## config.mk

```make
export PLATFORM = sky130hd
export DESIGN_NAME = load_store_unit_flat
export DESIGN_NICKNAME = d
export VERILOG_FILES = /design/src/rtl/load_store_unit_if.sv /design/src/rtl/load_store_unit.sv /design/src/flat_wrapper.sv
export SDC_FILE = /design/constraint.sdc
export NUM_CORES = 1
export LEC_CHECK = 0
export CAP_MARGIN = 10
export CORE_ASPECT_RATIO = 0.6
export CORE_MARGIN = 4
export CORE_UTILIZATION = 48
export CTS_BUF_LIST = sky130_fd_sc_hd__clkbuf_2 sky130_fd_sc_hd__clkbuf_4 sky130_fd_sc_hd__clkbuf_8
export DETAILED_ROUTE_END_ITERATION = 8
export PLACE_DENSITY = 0.8
export SLEW_MARGIN = 25
export SYNTH_ARGS = -nofsm -noshare
export SYNTH_HDL_FRONTEND = slang
export SYNTH_SLANG_ARGS = --single-unit
export TNS_END_PERCENT = 30
```

## constraint.sdc

```tcl
create_clock -name clk -period 1.95 [get_ports clk]
set_input_delay 0.2925 -clock clk [delete_from_list [all_inputs] [get_ports clk]]
set_output_delay 0.2925 -clock clk [all_outputs]
set_load 0.05 [all_outputs]
```

## src/rtl/load_store_unit_if.sv

```systemverilog
// load_store_unit_if: groups the MEM-stage request/response handshake and the
// word-addressed data-memory bus of the load/store unit.
//   req_*  : request from the MEM stage (valid/ready handshake)
//   resp_* : completion pulse with load data / misalignment flag
//   stall  : pipeline freeze, inverse of req_ready
//   mem_*  : word-indexed data memory (address, write data, strobes, read data)
// Modport slave is the load/store unit's view; master is the pipeline+memory view.
interface load_store_unit_if;
  logic        req_valid;
  logic        req_ready;
  logic        req_write;
  logic [1:0]  req_size;
  logic        req_signed;
  logic [31:0] req_addr;
  logic [31:0] req_wdata;
  logic        resp_valid;
  logic [31:0] resp_rdata;
  logic        resp_err;
  logic        stall;
  logic [31:0] mem_address;
  logic [31:0] mem_write_data;
  logic        mem_memwrite;
  logic        mem_memread;
  logic [31:0] mem_read_data;

  modport slave (
    input  req_valid, req_write, req_size, req_signed, req_addr, req_wdata,
    input  mem_read_data,
    output req_ready, resp_valid, resp_rdata, resp_err, stall,
    output mem_address, mem_write_data, mem_memwrite, mem_memread
  );

  modport master (
    output req_valid, req_write, req_size, req_signed, req_addr, req_wdata,
    output mem_read_data,
    input  req_ready, resp_valid, resp_rdata, resp_err, stall,
    input  mem_address, mem_write_data, mem_memwrite, mem_memread
  );
endinterface

```

## src/rtl/load_store_unit.sv

```systemverilog
// load_store_unit: byte/halfword/word loads and stores on top of a word-only
// data memory. Sub-word stores are done as read-modify-write (RD then WR).
// Ports:
//   clk : single clock
//   rst : synchronous active-high reset
//   bus : load_store_unit_if.slave (request/response handshake + memory bus)
module load_store_unit (
  input logic            clk,
  input logic            rst,
  load_store_unit_if.slave bus
);

  typedef enum logic [1:0] {
    IDLE = 2'd0,
    RD   = 2'd1,
    WR   = 2'd2,
    RESP = 2'd3
  } state_t;

  state_t      state;
  state_t      state_next;
  logic        accept;
  logic        misaligned;
  logic [31:0] lat_addr;
  logic [1:0]  lat_size;
  logic        lat_signed;
  logic        lat_write;
  logic [31:0] lat_wdata;
  logic [31:0] old_word;
  logic [31:0] store_word;

  // Select the addressed lane of a word and sign/zero extend it.
  function automatic logic [31:0] extract_lane(input logic [31:0] word,
                                               input logic [1:0]  off,
                                               input logic [1:0]  size,
                                               input logic        sgn);
    logic [7:0]  b;
    logic [15:0] h;
    logic [31:0] r;
    case (off)
      2'd0:    b = word[7:0];
      2'd1:    b = word[15:8];
      2'd2:    b = word[23:16];
      2'd3:    b = word[31:24];
      default: b = word[7:0];
    endcase
    h = off[1] ? word[31:16] : word[15:0];
    case (size)
      2'b00:   r = sgn ? {{24{b[7]}}, b} : {24'h000000, b};
      2'b01:   r = sgn ? {{16{h[15]}}, h} : {16'h0000, h};
      default: r = word;
    endcase
    return r;
  endfunction

  // Replace only the addressed lane(s) of the old word with store data.
  function automatic logic [31:0] merge_lane(input logic [31:0] word,
                                             input logic [31:0] data,
                                             input logic [1:0]  off,
                                             input logic [1:0]  size);
    logic [31:0] r;
    case (size)
      2'b00: begin
        case (off)
          2'd0:    r = {word[31:8], data[7:0]};
          2'd1:    r = {word[31:16], data[7:0], word[7:0]};
          2'd2:    r = {word[31:24], data[7:0], word[15:0]};
          2'd3:    r = {data[7:0], word[23:0]};
          default: r = word;
        endcase
      end
      2'b01:   r = off[1] ? {data[15:0], word[15:0]} : {word[31:16], data[15:0]};
      default: r = data;
    endcase
    return r;
  endfunction

  // Alignment check on the live request; size 11 behaves as a word.
  always_comb begin
    misaligned = 1'b0;
    case (bus.req_size)
      2'b00:   misaligned = 1'b0;
      2'b01:   misaligned = bus.req_addr[0];
      default: misaligned = (bus.req_addr[1:0] != 2'b00);
    endcase
  end

  assign accept     = (state == IDLE) && bus.req_valid;
  assign store_word = merge_lane(old_word, lat_wdata, lat_addr[1:0], lat_size);

  // State register.
  always_ff @(posedge clk) begin
    if (rst) begin
      state <= IDLE;
    end else begin
      state <= state_next;
    end
  end

  // Next-state and state-decoded outputs; strobes come only from the state register.
  always_comb begin
    state_next         = state;
    bus.req_ready      = 1'b0;
    bus.stall          = 1'b1;
    bus.resp_valid     = 1'b0;
    bus.mem_memread    = 1'b0;
    bus.mem_memwrite   = 1'b0;
    bus.mem_address    = 32'h0000_0000;
    bus.mem_write_data = 32'h0000_0000;
    case (state)
      IDLE: begin
        bus.req_ready = 1'b1;
        bus.stall     = 1'b0;
        if (bus.req_valid) begin
          if (misaligned) begin
            state_next = RESP;
          end else if (bus.req_write && bus.req_size[1]) begin
            state_next = WR;
          end else begin
            state_next = RD;
          end
        end else begin
          state_next = IDLE;
        end
      end
      RD: begin
        bus.mem_memread = 1'b1;
        bus.mem_address = {2'b00, lat_addr[31:2]};
        state_next      = lat_write ? WR : RESP;
      end
      WR: begin
        bus.mem_memwrite   = 1'b1;
        bus.mem_address    = {2'b00, lat_addr[31:2]};
        bus.mem_write_data = store_word;
        state_next         = RESP;
      end
      RESP: begin
        bus.resp_valid = 1'b1;
        state_next     = IDLE;
      end
      default: state_next = IDLE;
    endcase
  end

  // Request latch, old-word capture and held response registers.
  always_ff @(posedge clk) begin
    if (rst) begin
      lat_addr       <= 32'h0000_0000;
      lat_size       <= 2'b00;
      lat_signed     <= 1'b0;
      lat_write      <= 1'b0;
      lat_wdata      <= 32'h0000_0000;
      old_word       <= 32'h0000_0000;
      bus.resp_rdata <= 32'h0000_0000;
      bus.resp_err   <= 1'b0;
    end else if (accept) begin
      lat_addr       <= bus.req_addr;
      lat_size       <= bus.req_size;
      lat_signed     <= bus.req_signed;
      lat_write      <= bus.req_write;
      lat_wdata      <= bus.req_wdata;
      bus.resp_rdata <= 32'h0000_0000;
      bus.resp_err   <= misaligned;
    end else if (state == RD) begin
      // Memory data is only valid (and only sampled) while reading.
      old_word <= bus.mem_read_data;
      if (!lat_write) begin
        bus.resp_rdata <= extract_lane(bus.mem_read_data, lat_addr[1:0], lat_size, lat_signed);
      end
    end
  end

endmodule
```

## src/flat_wrapper.sv

```systemverilog
// flat-port wrapper written by rule: the top's interface ports become plain ports
module load_store_unit_flat 
  (clk, rst, bus_req_valid, bus_req_write, bus_req_size, bus_req_signed, bus_req_addr, bus_req_wdata, bus_mem_read_data, bus_req_ready, bus_resp_valid, bus_resp_rdata, bus_resp_err, bus_stall, bus_mem_address, bus_mem_write_data, bus_mem_memwrite, bus_mem_memread);
  load_store_unit_if bus_i ();
  input logic clk;
  input logic rst;
  input wire logic [$bits(bus_i.req_valid)-1:0] bus_req_valid;
  input wire logic [$bits(bus_i.req_write)-1:0] bus_req_write;
  input wire logic [$bits(bus_i.req_size)-1:0] bus_req_size;
  input wire logic [$bits(bus_i.req_signed)-1:0] bus_req_signed;
  input wire logic [$bits(bus_i.req_addr)-1:0] bus_req_addr;
  input wire logic [$bits(bus_i.req_wdata)-1:0] bus_req_wdata;
  input wire logic [$bits(bus_i.mem_read_data)-1:0] bus_mem_read_data;
  output wire logic [$bits(bus_i.req_ready)-1:0] bus_req_ready;
  output wire logic [$bits(bus_i.resp_valid)-1:0] bus_resp_valid;
  output wire logic [$bits(bus_i.resp_rdata)-1:0] bus_resp_rdata;
  output wire logic [$bits(bus_i.resp_err)-1:0] bus_resp_err;
  output wire logic [$bits(bus_i.stall)-1:0] bus_stall;
  output wire logic [$bits(bus_i.mem_address)-1:0] bus_mem_address;
  output wire logic [$bits(bus_i.mem_write_data)-1:0] bus_mem_write_data;
  output wire logic [$bits(bus_i.mem_memwrite)-1:0] bus_mem_memwrite;
  output wire logic [$bits(bus_i.mem_memread)-1:0] bus_mem_memread;
  assign bus_i.req_valid = bus_req_valid;
  assign bus_i.req_write = bus_req_write;
  assign bus_i.req_size = bus_req_size;
  assign bus_i.req_signed = bus_req_signed;
  assign bus_i.req_addr = bus_req_addr;
  assign bus_i.req_wdata = bus_req_wdata;
  assign bus_i.mem_read_data = bus_mem_read_data;
  assign bus_req_ready = bus_i.req_ready;
  assign bus_resp_valid = bus_i.resp_valid;
  assign bus_resp_rdata = bus_i.resp_rdata;
  assign bus_resp_err = bus_i.resp_err;
  assign bus_stall = bus_i.stall;
  assign bus_mem_address = bus_i.mem_address;
  assign bus_mem_write_data = bus_i.mem_write_data;
  assign bus_mem_memwrite = bus_i.mem_memwrite;
  assign bus_mem_memread = bus_i.mem_memread;
  load_store_unit u_core (.clk(clk), .rst(rst), .bus(bus_i));
endmodule
```

==> results of run 1 <==
## worst max-delay path by stage
| stage | start | to | slack (ns) | cells past startpoint |
|---|---|---|---|---|
| floorplan | u_core.state[0] | bus_mem_write_data[26] | -0.02 | 5 |
| detailed placement | u_core.state[0] | bus_mem_address[15] | -0.01 | 4 |
| global route | u_core.lat_addr[0] | bus_mem_write_data[10] | -0.29 | 6 |
| finish | u_core.lat_size[1] | bus_mem_write_data[9] | -0.21 | 6 |
| CTS | u_core.lat_addr[0] | bus_mem_write_data[13] | -0.20 | 6 |
| global placement | u_core.state[0] | bus_mem_address[25] | 0.1 | 4 |
## layout make-up
cell class / count / area (um^2)
multi-input combinational: 558 / 3630
timing repair buffer: 252 / 3000
sequential: 135 / 2720
fill: 790 / 2450
clock buffer: 19 / 255
tap: 165 / 206
clock inverter: 12 / 82.6
inverter: 6 / 27.5
## placed cells by master, fill, tap and decap left out, types with 9 or more instances in the layout
master	instances
nand2_1	176
dfxtp_1	130
clkdlybuf4s50_1	125
a21oi_1	87
buf_12	59
buf_4	55
mux2i_1	41
o21ai_0	41
nor2_1	35
and2_4	30
a21oi_2	26
clkbuf_8	18
a21boi_2	16
a32oi_1	14
a22oi_1	9
## what timing repair did
item,4_1_cts,5_1_grt
setup buffers,9,0
setup endpoints to repair,63,70
pin swaps,20,22
gates resized for setup,85,23
## power breakdown
part / leakage (nW) / total (mW) / switching, mW / internal, mW
Clock: 0.170 / 2.05 / 1.14 / 0.912
Sequential: 1.11 / 3.35 / 0.269 / 3.08
Combinational: 2.53 / 3.59 / 2.09 / 1.51
## routing by layer
| metal | GRT usage | wire length (um) | up-vias |
|---|---|---|---|
| li1 | - | - | 3053 |
| met1 | 0.412 | 9940 | 3126 |
| met2 | 0.461 | 10100 | 365 |
| met3 | 0.125 | 2820 | 39 |
| met4 | 0.0823 | 372 | 0 |
| met5 | 0 | 0 | - |
## state kept, by name (all words and copies together), names as in the netlist
| register | flops |
|---|---|
| u_core.state | 2 |
| u_core.bus.resp_err | 1 |
| u_core.old_word | 32 |
| u_core.lat_signed | 1 |
| u_core.lat_wdata | 32 |
| u_core.bus.resp_rdata | 32 |
| u_core.lat_write | 1 |
| u_core.lat_size | 2 |
| u_core.lat_addr | 32 |
## kinds of logic after synthesis
| logic type | Yosys count | share of synthesized area |
|---|---|---|
| AOI/OAI and AO/OA | 234 | 0.232 |
| adders and majority gates | 4 | 0.00804 |
| buffers and inverters | 70 | 0.0509 |
| DFF | 135 | 0.434 |
| muxes | 59 | 0.0997 |
| other | 1 | 0.000602 |
| and+or+nand+nor | 259 | 0.175 |
## per-stage QoR
step	worst slack [ns]	utilization	cells	hold slack, ns	instance area [um^2]
2_1_floorplan	-0.0232	-	763	0.428	6360
5_1_grt	-0.292	0.802	1147	0.252	9920
3_5_place_dp	-0.0146	0.737	1107	0.443	9120
4_1_cts	-0.197	0.796	1147	0.240	9850
6_report	-0.209	0.802	1147	0.252	9920
3_3_place_gp	0.0970	0.737	1107	0.441	9120
==> flow_metrics.py, run 1 <==
metrics = {
    "outcome": {
        "status": "complete, but fails checks",
        "violations": "negative setup slack",
    },
    "routing": {
        "drc": 0,
        "wire_per_inst_um": 20.3,
        "ant_nets": 0,
        "totalWireLength_mm": 23.3,
        "dr.pass1.iters": 8,
        "vias_per_cell": 5.74,
        "dr.first_iter.drc_count": 572,
        "vias": 6583,
    },
    "timing": {
        "timing.final.max_slew_violations": 0,
        "rsz0062_at_grt": "true",
        "clock_skew_ns": 0.0221,
        "max_slew_margin": 0.629,
        "hold_viol_final": 0,
        "setup_viol": 32,
        "timing.fmax_ghz": 0.463,
        "fin_ws_ns": -0.209,
        "fin_crit_sh": 1.11,
        "finalCriticalPeriod_ns": 2.16,
        "tightest_slew_ns": 0.553,
        "setup-tns-final_ns": -4.37,
    },
    "worst_setup_path": {
        "crit_family": "buffers and inverters",
        "worst_path_largest_cell_delay_ns": 0.36,
        "cp_num_buf_inv": 3,
        "cp_slowest_cell": "dfxtp_1",
        "cp-end-kind": "output pin",
        "r2r_slack_ns": 0.25,
        "cp.arrival_ns": 1.87,
        "worstSetupPathType": "reg2out",
        "worst-r2r-cell-count": 6,
        "required_ns": 1.66,
        "r2r_end": "u_core.state[0]",
        "worstSetupStartpointType": "flop",
        "worst-path-max-fanout": 20,
        "path_cells": "buf_12 > nor2_2 > buf_6 > a32oi_1 > a21boi_2 > buf_12",
        "reg2reg_from": "u_core.state[1]",
        "cp_common_cell": "buf_12",
    },
    "hold_path": {
        "holdCritPathClass": "in2reg",
        "min_to": "u_core.old_word[30]",
        "min_from": "rst",
        "min_delay_path_depth": 2,
    },
    "clock_tree": {
        "cts_sinks": 135,
        "hold_buffers": 0,
        "worst_skew_pair.late_latency_ns": 0.45,
        "cts_tree": "yes",
        "cts_buffers": 17,
        "cts_buffer_depth": 2,
        "cts_max_level": 4,
        "cts_root_buf": "clkbuf_8",
        "clk_pin_slew_ns": 0.09,
    },
    "finish": {
        "drive_above_1_share": 0.294,
        "final_nets": 1077,
        "area_growth_pct": 59.3,
        "antenna_cells": 0,
    },
    "floorplanning": {
        "initial_core_util": 0.503,
        "io-pin-count": 205,
        "die_w_um": 155,
        "fp.coreArea_um2": 12400,
        "num_rows": 31,
        "die_area_um2": 14900,
        "die_h_um": 96.2,
    },
    "place": {
        "finalWeightedCongestion": 0.970,
        "hpwl_mm": 16.4,
        "portBuffers": 202,
    },
    "global_routing": {
        "gr-usage-all-layers": 0.308,
        "grt_first_pass_wirelength_mm": 35.4,
        "antenna_found_initial": 0,
        "grt_max_degree": 68,
        "overflow": 0,
        "grt_pass1_vias": 6419,
    },
    "power": {
        "powerDensity_nw_per_um2": 908,
        "vdd_drop_max_v": 0.000478,
        "finalPower_mw": 9.00,
        "p_leak_nw": 3.81,
    },
    "yosys": {
        "netlist_top_cells_area": "dfxtp_1, nand2_1, a21oi_1",
        "syn-cell-area_um2": 6220,
        "ys_seq_area_frac": 0.434,
        "yosysMostFrequentCell": "nand2_1",
        "synthArstFlopShare": 0,
        "synth_commonest_cells": "nand2_1, dfxtp_1, a21oi_1, mux2i_1, o21ai_0",
        "synth_edf_count": 0,
        "ys.flop_type": "dfxtp_1",
        "ys_types": 45,
        "ys_seq_elements": 135,
        "synth_warnings": 0,
        "yosysTopAreaCell": "dfxtp_1",
        "syn-instance-count": 762,
        "avgSynthCellArea_um2": 8.17,
        "netlist.area_leader.share": 0.434,
    },
    "job": {
        "cap_violations": 0,
    },
}
No activity file was read; power rests on OpenSTA's default activity.
==> run 2, diff against run 1 <==
CTS_CLUSTER_SIZE = 10   (was not set)
GPL_TIMING_DRIVEN = 0   (was not set)
==> run 2 against run 1 <==
Against the previous run:
- the flow still finishes with violations (negative setup slack)
- final cell count grew 2.1%
- fmax shrank 2.6%
- setup slack lost 0.058 ns
- critical path depth is the same
- via count grew 1.4%
- core utilization shrank 2.3 points
- clock skew shrank 0.012 ns
- largest cell class unchanged
- largest power group unchanged
- highest routed layer unchanged
==> flow_metrics.py, run 2 (synthesis results as in run 1) <==
metrics = {
    "global_routing": {
        "antenna_found_initial": 0,
        "overflow": 0,
        "gr-usage-all-layers": 0.300,
        "grt_pass1_vias": 6239,
        "grt_max_degree": 17,
        "grt_first_pass_wirelength_mm": 34.4,
    },
    "finish": {
        "area_growth_pct": 54.8,
        "drive_above_1_share": 0.274,
        "final_nets": 1101,
        "antenna_cells": 0,
        "layout_common_cells": "nand2_1, clkdlybuf4s50_1, dfxtp_1",
        "final_common_cell": "nand2_1",
    },
    "clock_tree": {
        "cts_max_level": 4,
        "clk_pin_slew_ns": 0.08,
        "hold_buffers": 0,
        "cts_root_buf": "clkbuf_8",
        "worst_skew_pair.late_latency_ns": 0.45,
        "cts_buffers": 17,
        "cts_buffer_depth": 2,
        "cts_tree": "yes",
        "cts_sinks": 135,
    },
    "timing": {
        "timing.final.max_slew_violations": 0,
        "fin_ws_ns": -0.267,
        "finalCriticalPeriod_ns": 2.22,
        "hold_viol_final": 0,
        "fin_crit_sh": 1.14,
        "rsz0062_at_grt": "true",
        "clock_skew_ns": 0.0104,
        "setup_viol": 39,
        "whs_ns": 0.362,
        "timing.fmax_ghz": 0.451,
        "tightest_slew_ns": 0.636,
        "max_slew_margin": 0.576,
    },
    "power": {
        "vdd_drop_max_v": 0.000497,
        "p_leak_nw": 3.65,
        "seq_power_share": 0.363,
        "net-switching-power_mw": 3.52,
        "p_comb_frac": 0.379,
        "clockPowerShare": 0.258,
        "powerDensity_nw_per_um2": 955,
        "finalPower_mw": 9.21,
        "switching_share": 0.383,
        "p_int_mw": 5.68,
    },
    "floorplanning": {
        "io-pin-count": 205,
        "fp.coreArea_um2": 12400,
        "num_rows": 31,
        "initial_core_util": 0.503,
        "die_area_um2": 14900,
        "die_w_um": 155,
        "die_h_um": 96.2,
    },
    "worst_setup_path": {
        "cp-end-kind": "output pin",
        "worstSetupPathType": "reg2out",
        "worstSetupStartpointType": "flop",
        "required_ns": 1.66,
        "cp.arrival_ns": 1.92,
        "worst-path-max-fanout": 8,
    },
    "routing": {
        "vias": 6675,
        "dr.first_iter.drc_count": 724,
        "totalWireLength_mm": 23.6,
        "drc": 0,
        "ant_nets": 0,
        "vias_per_cell": 5.70,
        "wire_per_inst_um": 20.2,
        "dr.pass1.iters": 5,
    },
    "place": {
        "finalWeightedCongestion": 0.990,
        "hpwl_mm": 16.6,
        "portBuffers": 201,
    },
    "job": {
        "cap_violations": 0,
    },
    "outcome": {
        "violations": "negative setup slack",
        "status": "complete, but fails checks",
    },
    "hold_path": {
        "holdCritPathClass": "in2reg",
    },
}
## run 2: cell types whose count changed in the layout (fill, tap and decap cells not counted), sizes merged
cell           previous run  this run
clkinvlp                  3         5
buf                     119       106
clkbuf                   19        51
clkinv                    9         4
bufinv                    0         2
dlymetal6s2s              7         1
clkdlybuf4s15             0         3
dlygate4sd2               1         2
clkdlybuf4s50           125       133
## run 2: final timing paths
check | startpoint | to | slack (ns) | depth (start not counted)
setup / recovery | u_core.lat_addr[0] | bus_mem_write_data[13] | -0.27 | 6
hold / removal | rst | u_core.bus.resp_rdata[0] | 0.36 | 4
setup reg to reg | u_core.state[1] | u_core.bus.resp_rdata[28] | 0.08 | 8
hold reg to reg | u_core.lat_addr[20] | u_core.lat_addr[20] | 0.46 | 2
## run 2: what timing repair did
item                                    in CTS  in global routing
resized for setup                          484                115
pin swaps                                   24                 39
setup buffers                                6                  3
endpoints found under the setup margin      99                114
gates cloned                                 0                  3
## run 2: power groups by stage
stage / Clock (mW) / Combinational, mW / Sequential (mW)
floorplan: 0 / 1.68 / 3.59
global placement: 0 / 2.96 / 3.35
detailed placement: 0 / 2.99 / 3.35
CTS: 2.37 / 3.15 / 3.30
global route: 2.50 / 3.69 / 3.37
finish: 2.38 / 3.49 / 3.34
## run 2: final cells by class
class | instances | area, um^2
clock inverters | 11 | 123
repair buffers | 213 | 2250
fillers | 879 | 2740
flip-flops and latches | 135 | 2720
multi-input cells | 558 | 3630
plain buffers | 63 | 395
clock buffers | 20 | 275
inverters | 6 | 36.3
well taps | 165 | 206
## run 2: per-stage QoR
stage / instances / utilization / setup WS (ns) / setup TNS, ns / cell area (um^2)
3_5_place_dp: 1129 / 0.693 / -0.714 / -37.51 / 8580
3_3_place_gp: 1129 / 0.693 / -0.710 / -36.60 / 8580
4_1_cts: 1165 / 0.746 / -0.226 / -11.85 / 9230
5_1_grt: 1171 / 0.779 / -0.317 / -9.30 / 9640
2_1_floorplan: 763 / - / -0.0232 / -0.122 / 6360
6_report: 1171 / 0.779 / -0.267 / -6.33 / 9640
## run 2: critical path, stage by stage, from the launching register on
cell and delay, ns:
dfxtp_4 0.41, nor2b_4 0.17, buf_8 0.16, mux2_4 0.32
a22oi_2 0.14, a21boi_2 0.11, buf_6 0.17
## run 2: per-layer routing
metal / GRT usage / wire (um)
met4: 0.0882 / 424
met5: 0 / 0
met2: 0.422 / 9750
met1: 0.434 / 10400
met3: 0.0975 / 3010
